==> src/rtl/half_subtractor_core.sv <==
// Registered per-lane half subtractor (diff = a^b, borrow = ~a&b) with a
// one-cycle valid qualifier and a saturating tally of borrowing lanes.
module half_subtractor_core #(
  parameter int WIDTH = 1,
  parameter int CNT_W = 16
) (
  input  logic             clk,
  input  logic             rst_n,
  input  logic             in_valid,
  input  logic [WIDTH-1:0] a,
  input  logic [WIDTH-1:0] b,
  input  logic             cnt_clr,
  output logic             out_valid,
  output logic [WIDTH-1:0] diff,
  output logic [WIDTH-1:0] borrow,
  output logic [CNT_W-1:0] borrow_count
);

  localparam int PC_W  = $clog2(WIDTH + 1);
  localparam int SUM_W = ((CNT_W > PC_W) ? CNT_W : PC_W) + 1;
  localparam logic [CNT_W-1:0] CNT_MAX = '1;

  logic [WIDTH-1:0] diff_q,   diff_d;
  logic [WIDTH-1:0] borrow_q, borrow_d;
  logic             valid_q,  valid_d;
  logic [CNT_W-1:0] cnt_q,    cnt_d;

  logic [WIDTH-1:0] diff_lane;
  logic [WIDTH-1:0] borrow_lane;
  logic [PC_W-1:0]  pc;
  logic [SUM_W-1:0] sum;

  always_comb begin
    diff_lane   = a ^ b;
    borrow_lane = ~a & b;

    pc = '0;
    for (int unsigned i = 0; i < WIDTH; i++) begin
      pc = pc + PC_W'(borrow_lane[i]);
    end
    // Extra headroom bit lets the saturation test see the true overflow.
    sum = SUM_W'(cnt_q) + SUM_W'(pc);

    diff_d   = diff_q;
    borrow_d = borrow_q;
    valid_d  = 1'b0;
    cnt_d    = cnt_q;

    if (in_valid) begin
      diff_d   = diff_lane;
      borrow_d = borrow_lane;
      valid_d  = 1'b1;
      cnt_d    = (sum > SUM_W'(CNT_MAX)) ? CNT_MAX : sum[CNT_W-1:0];
    end

    if (cnt_clr) begin
      cnt_d = '0;
    end
  end

  always_ff @(posedge clk) begin
    if (!rst_n) begin
      diff_q   <= '0;
      borrow_q <= '0;
      valid_q  <= 1'b0;
      cnt_q    <= '0;
    end else begin
      diff_q   <= diff_d;
      borrow_q <= borrow_d;
      valid_q  <= valid_d;
      cnt_q    <= cnt_d;
    end
  end

  assign out_valid    = valid_q;
  assign diff         = diff_q;
  assign borrow       = borrow_q;
  assign borrow_count = cnt_q;

endmodule

==> config.mk <==
export PLATFORM = sky130hd
export DESIGN_NAME = half_subtractor_core
export DESIGN_NICKNAME = d
export VERILOG_FILES = /design/src/rtl/half_subtractor_core.sv
export SDC_FILE = /design/constraint.sdc
export NUM_CORES = 1
export LEC_CHECK = 0
export CAP_MARGIN = 20
export CORE_UTILIZATION = 50
export CTS_CLUSTER_SIZE = 14
export DETAILED_ROUTE_END_ITERATION = 10
export PLACE_DENSITY = 0.86
export SLEW_MARGIN = 0
export SYNTH_ARGS = -nofsm -noshare
export SYNTH_HDL_FRONTEND = slang
export SYNTH_SLANG_ARGS = --single-unit
==> constraint.sdc <==
create_clock -name clk -period 2.8 [get_ports clk]
set_input_delay 0.28 -clock clk [delete_from_list [all_inputs] [get_ports clk]]
set_output_delay 0.28 -clock clk [all_outputs]
set_load 0.02 [all_outputs]
---- Word-level counts from Yosys, hierarchy flattened ----
Cells that the tools add are included.
storage, ports and cells
  register bits after elaboration ......... 19
  bits of input ports ..................... 6
  latch bits .............................. 0
  logic and storage cells ................. 13
  RAM bits ................................ 0
  memories kept ........................... 0
  bits in read-only memories .............. 0
  output and inout bits ................... 19
cells by class
  shift-type cells ........................ 0
  order comparisons ....................... 1
  div/mod/pow operators ................... 0
  add/subtract/negate cells ............... 1
  $mul .................................... 0
  bitwise gates (word level) .............. 4
  reduce and logical (&&, ||, !) cells .... 1
  eq/ne operators ......................... 0
  multiplexer cells ....................... 2
operators with widths
  operator                                              number
  adder 16 x 1 -> 17 bit                                1
  > comparator 17 x 16 -> 1 bit, second input constant  1
  two-way mux 16 bit                                    1
  inverter 1 bit                                        2
  OR reduction 2 bit                                    1
  bitwise AND 1 bit                                     1
  two-way mux 1 bit                                     1
  XOR 1 bit                                             1

---- Longest topological paths before layout ----
  depth in word-level cells ............... 5
  mapped depth ............................ 8
  gate-level depth less buffers ........... 7

---- Least setup slack after synthesis ----
OpenSTA, ideal clock, no wires.
  path kind ............................... register -> register
  start point ............................. reg cnt_q[0] (netlist: borrow_count[0])
  end point ............................... reg cnt_q[0] (netlist: borrow_count[0])
  period minus slack after synthesis ...... 1518 ps
  arrival time ............................ 1446 ps
  library setup time ...................... 72 ps
  slack ................................... 1282 ps
  data required time ...................... 2728 ps
  cell stages (with the launch flop) ...... 7
  buffers on the path ..................... 1
  path through ............................ dfxtp_1 ha_1 nand2_1 nor3_4 nand2_2 buf_6 a21oi_1
between the ends
  word-level cells in the longest chain between the ends .. 3
RTL lines
  element                        line  text
  start: declaration             26    logic [CNT_W-1:0] cnt_q, cnt_d;
  start signal: assignment       71    cnt_q <= cnt_d;
  adder 16 x 1 -> 17 bit *       42    sum = SUM_W'(cnt_q) + SUM_W'(pc);
  > comparator 17 x 16 -> 1 bit  53    cnt_d = (sum > SUM_W'(CNT_MAX)) ? CNT_MAX : sum[CNT_W-1:0];
  two-way mux 16 bit *           53
Mark *: on every way between the ends. The rest lies on a longest branch, timed or not.
A chain may end at the register's enable or synchronous reset.

---- Worst setup path after layout ----
  start point ............................. in a
  end point ............................... reg cnt_q[6] (netlist: borrow_count[6])
between the ends
  word-level cells in the longest chain between the ends .. 5
RTL lines
  element                        line  text
  start: declaration             10    input logic [WIDTH-1:0] a,
  inverter 1 bit *               35    borrow_lane = ~a & b;
  bitwise AND 1 bit *            35
  named net borrow_lane          29    logic [WIDTH-1:0] borrow_lane;
  adder 16 x 1 -> 17 bit *       42
  > comparator 17 x 16 -> 1 bit  53
  two-way mux 16 bit *           53
Mark *: on every way through the listed nets, which the timed path passes. The rest lies on a longest branch.

==> metrics.log <==
INFO  metric die_height = 45.55 µm
INFO  metric hold_end = diff$_SDFFE_PN0P_
INFO  metric intPower = 0.3417 mW
INFO  metric mappedNetlistNets = 106
INFO  metric min_delay_path_depth = 1
INFO  metric cp_data_arrival_time = 2.14 ns
INFO  metric clock_power_share = 0.310
INFO  metric timing.setup.critical_path_class = input pin to flop
INFO  metric syn-instance-count = 97
INFO  metric comb_power_share = 0.070
INFO  metric yosys_warnings = 0
INFO  metric buffer_ports.inserted = 24
INFO  metric drc = 0
INFO  metric maxClockFrequency = 521.7 MHz
INFO  metric netSwitchingFraction = 0.2278
INFO  metric met1_length = 928 µm
INFO  metric top_layer = met4
INFO  metric worstHoldPathType = flop to flop
INFO  metric globalRouteOverflowTotal = 0
INFO  metric initial_core_util = 0.5434
INFO  metric drt-wirelength-per-cell = 13.68 µm
INFO  metric cts.hold.buffers_added = 0
INFO  metric multi_input_comb_area = 523.0 µm²
INFO  metric p_switching = 0.1008 mW
INFO  metric clkTransAtPathRegs = 0.11 ns
INFO  metric final_cell_count_no_fill = 146
INFO  metric num_vias = 791
INFO  metric synth_largest_type_area_fraction = 0.4011
INFO  metric worst_skew_pair.late_latency = 0.30 ns
INFO  metric r2r_end = borrow_count[6]$_SDFFE_PP0P_
INFO  metric grtUsageTotal = 0.2156
INFO  metric route.antenna.remaining_nets = 0
INFO  metric place.detailed.hpwl = 1449 µm
INFO  metric sequential_cell_area = 380.4 µm²
INFO  metric max-cap-violations = 0
INFO  metric slack_of_the_worst_reg_to_reg_path = 1.12 ns
INFO  metric reg2regPathDepth = 5
INFO  metric fillerInstances = 145
INFO  metric final_hold_viol_count = 0
INFO  metric layout-area-overhead-vs-synth = 27.97%
INFO  metric via_per_inst = 5.418
INFO  metric cts.root.buffer_cell = sky130_fd_sc_hd__clkbuf_4
INFO  metric critical-path-top-delay-family = simple AND/OR/NAND/NOR gates
INFO  metric detailroute.wirelength.met3 = 77 µm
INFO  metric crit_path_frequent_cell = sky130_fd_sc_hd__ha_1
INFO  metric grt_max_degree = 17
INFO  metric yosys_register_bits = 19
INFO  metric grt_setup_unrepaired = false
INFO  metric worst_case_clock_buffer_depth = 2
INFO  metric finalWorstPathRequiredPeriod = 1.917 ns
INFO  metric ir_worst_vdd = 0.0003252 V
INFO  metric detail_route.iter0.violations = 25
INFO  metric seqPwrFrac = 0.620
INFO  metric hold_start = diff$_SDFFE_PN0P_
INFO  metric wl = 1997 µm
INFO  metric critical_r2r_launch = borrow_count[0]$_SDFFE_PP0P_
INFO  metric setup.worst_path.start_class = input pin
INFO  metric antenna_found_initial = 0
INFO  metric drt_pre_antenna_iters = 4
INFO  metric clkSinkCount = 19
INFO  metric timing.final.setup_violations = 0
INFO  metric synth_area_per_cell = 9.777 µm²
INFO  metric critical_path.cell_chain = clkdlybuf4s50_1 -> inv_1 -> ha_1 -> ha_1 -> nand2_1 -> nor3_4 -> nand2_2 -> a21oi_1
INFO  metric drive_gt1_frac = 0.1074
INFO  metric placeableCoreArea = 1745 µm²
INFO  metric power.density_cell_area = 364.6 nW/µm²
INFO  metric critPathRequiredTime = 3.03 ns
INFO  metric result_of_the_run = completed
INFO  metric num_io_pins = 25
INFO  metric totalPowerFinal = 0.4425 mW
INFO  metric first_pass_grt_wire_length = 3125 µm
INFO  metric mapped_cell_area = 948.4 µm²
INFO  metric worst_setup_path_end_kind = flop
INFO  metric gp_congestion = 0.8233
INFO  metric numPlacedInstances = 142
INFO  metric standby_leakage_power = 0.4187 nW
INFO  metric fp.dieW = 45.55 µm
INFO  metric yosys.cell_types.count = 33
INFO  metric cts_tree = done
INFO  metric max_slew.worst_pin.slew = 0.7069 ns
INFO  metric worst_clock_skew = 0.01191 ns
INFO  metric design.final.nets = 131
INFO  metric final_min_period_over_clock_period = 0.6846
INFO  metric cp_slowest_stage_delay = 0.41 ns
INFO  metric number_of_global_route_vias_before_repair = 676
INFO  metric ctsResizeCount = 0
INFO  metric cts-buffers-inserted = 3
INFO  metric synth-seq-area-share = 0.4011
INFO  metric final_max_slew_viol_count = 0
INFO  metric timing.critical_path.fanout_max = 11
INFO  metric crit_path_start = a
INFO  metric cts_max_level = 1
INFO  metric setup_total_negative_slack = 0 ns
INFO  metric worstPathBufferInverterCount = 2
INFO  metric cell_types_with_the_largest_area_share_after_synthesis = sky130_fd_sc_hd__dfxtp_1 (40%), sky130_fd_sc_hd__a21oi_1 (4.7%), sky130_fd_sc_hd__xnor2_1 (4.6%)
INFO  metric cts_post_setup_buffers_inserted = 0
INFO  metric crit_path_top_delay_cell = sky130_fd_sc_hd__clkdlybuf4s50_1
INFO  metric row_count = 15
INFO  metric headroom_to_the_max_slew_limit = 0.5287
INFO  metric insertedDiodeCount = 0
INFO  metric route.met2.wl = 971 µm
INFO  metric post-synth-top-area-cell = sky130_fd_sc_hd__dfxtp_1
INFO  metric fp.dieArea = 2075 µm²
-- cells in the mapped netlist (all sizes together) --
cell,n
dfxtp,19
a21oi,13
nand2,7
nor3,6
nand4,5
xnor2,5
xor2,5
nand3,4
a31oi,3
and4,3
ha,3
inv,3
nor3b,3
nor4,3
buf,2
clkbuf,2
mux2i,2
nor2,2
a211oi,1
and2,1
and3,1
nand2b,1
nand4b,1
nor2b,1
o211a,1
-- cell type report --
type,count,area share
clock buffers,3,0.01856
well taps,25,0.02577
flip-flops and latches,19,0.3134
multi-input cells,71,0.4309
repair buffers,24,0.1979
clock inverters,1,0.004124
inverters,3,0.009278
-- placed cells by master, fill, tap and decap left out, drive strengths merged, types with 4 or more instances in the layout --
master	Yosys	final
a21oi	13	13
xnor2	5	5
nor3	6	6
nand3	4	4
xor2	5	5
dfxtp	19	19
nand4	5	5
nand2	7	7
clkdlybuf4s50	0	24
-- power groups by stage --
| stage | registers [mW] | logic [mW] | clock network, mW |
|---|---|---|---|
| 2_1_floorplan | 0.284 | 0.0144 | 0 |
| 3_3_place_gp | 0.281 | 0.0302 | 0 |
| 3_5_place_dp | 0.281 | 0.0309 | 0 |
| 4_1_cts | 0.275 | 0.0310 | 0.145 |
| 5_1_grt | 0.275 | 0.0334 | 0.160 |
| 6_report | 0.274 | 0.0308 | 0.137 |
-- metrics by stage --
step | cell area [µm²] | utilization | worst slack (ns) | hold slack (ns)
floorplan | 948.4 | - | 1.282 | 0.4073
global placement | 1186 | 0.6796 | 0.6849 | 0.4678
detailed placement | 1186 | 0.6796 | 0.5730 | 0.4709
CTS | 1214 | 0.6953 | 0.8786 | 0.5046
global route | 1214 | 0.6953 | 0.7348 | 0.5186
finish | 1214 | 0.6953 | 0.8830 | 0.4970
-- kinds of logic after synthesis --
| kind of cell | share of synthesized area |
|---|---|
| AO/OA/AOI/OAI | 0.1227 |
| XOR/XNOR | 0.09234 |
| adder cells (fa/ha/maj) | 0.03958 |
| buffers and inverters | 0.04748 |
| flip-flops | 0.4011 |
| multiplexers | 0.02111 |
| AND/OR/NAND/NOR | 0.2757 |
-- sequential cells by signal, indices dropped and copies added, names as in the netlist --
name / cells
borrow_count: 16
borrow: 1
out_valid: 1
diff: 1
-- routing by layer --
metal,global-route usage,up-vias
li1,-,401
met1,0.2688,362
met2,0.3543,24
met3,0.04762,4
met4,0.09091,0
met5,0,-
-- worst max path at each step --
stage / slack [ns] / depth (start not counted) / endpoint
floorplan: 1.28 / 6 / borrow_count[0]$_SDFFE_PP0P_
finish: 0.88 / 8 / borrow_count[6]$_SDFFE_PP0P_
global route: 0.73 / 8 / borrow_count[2]$_SDFFE_PP0P_
CTS: 0.88 / 8 / borrow_count[2]$_SDFFE_PP0P_
global placement: 0.68 / 7 / borrow_count[6]$_SDFFE_PP0P_
detailed placement: 0.57 / 8 / borrow_count[2]$_SDFFE_PP0P_
Power figures use the tool's default switching activity.
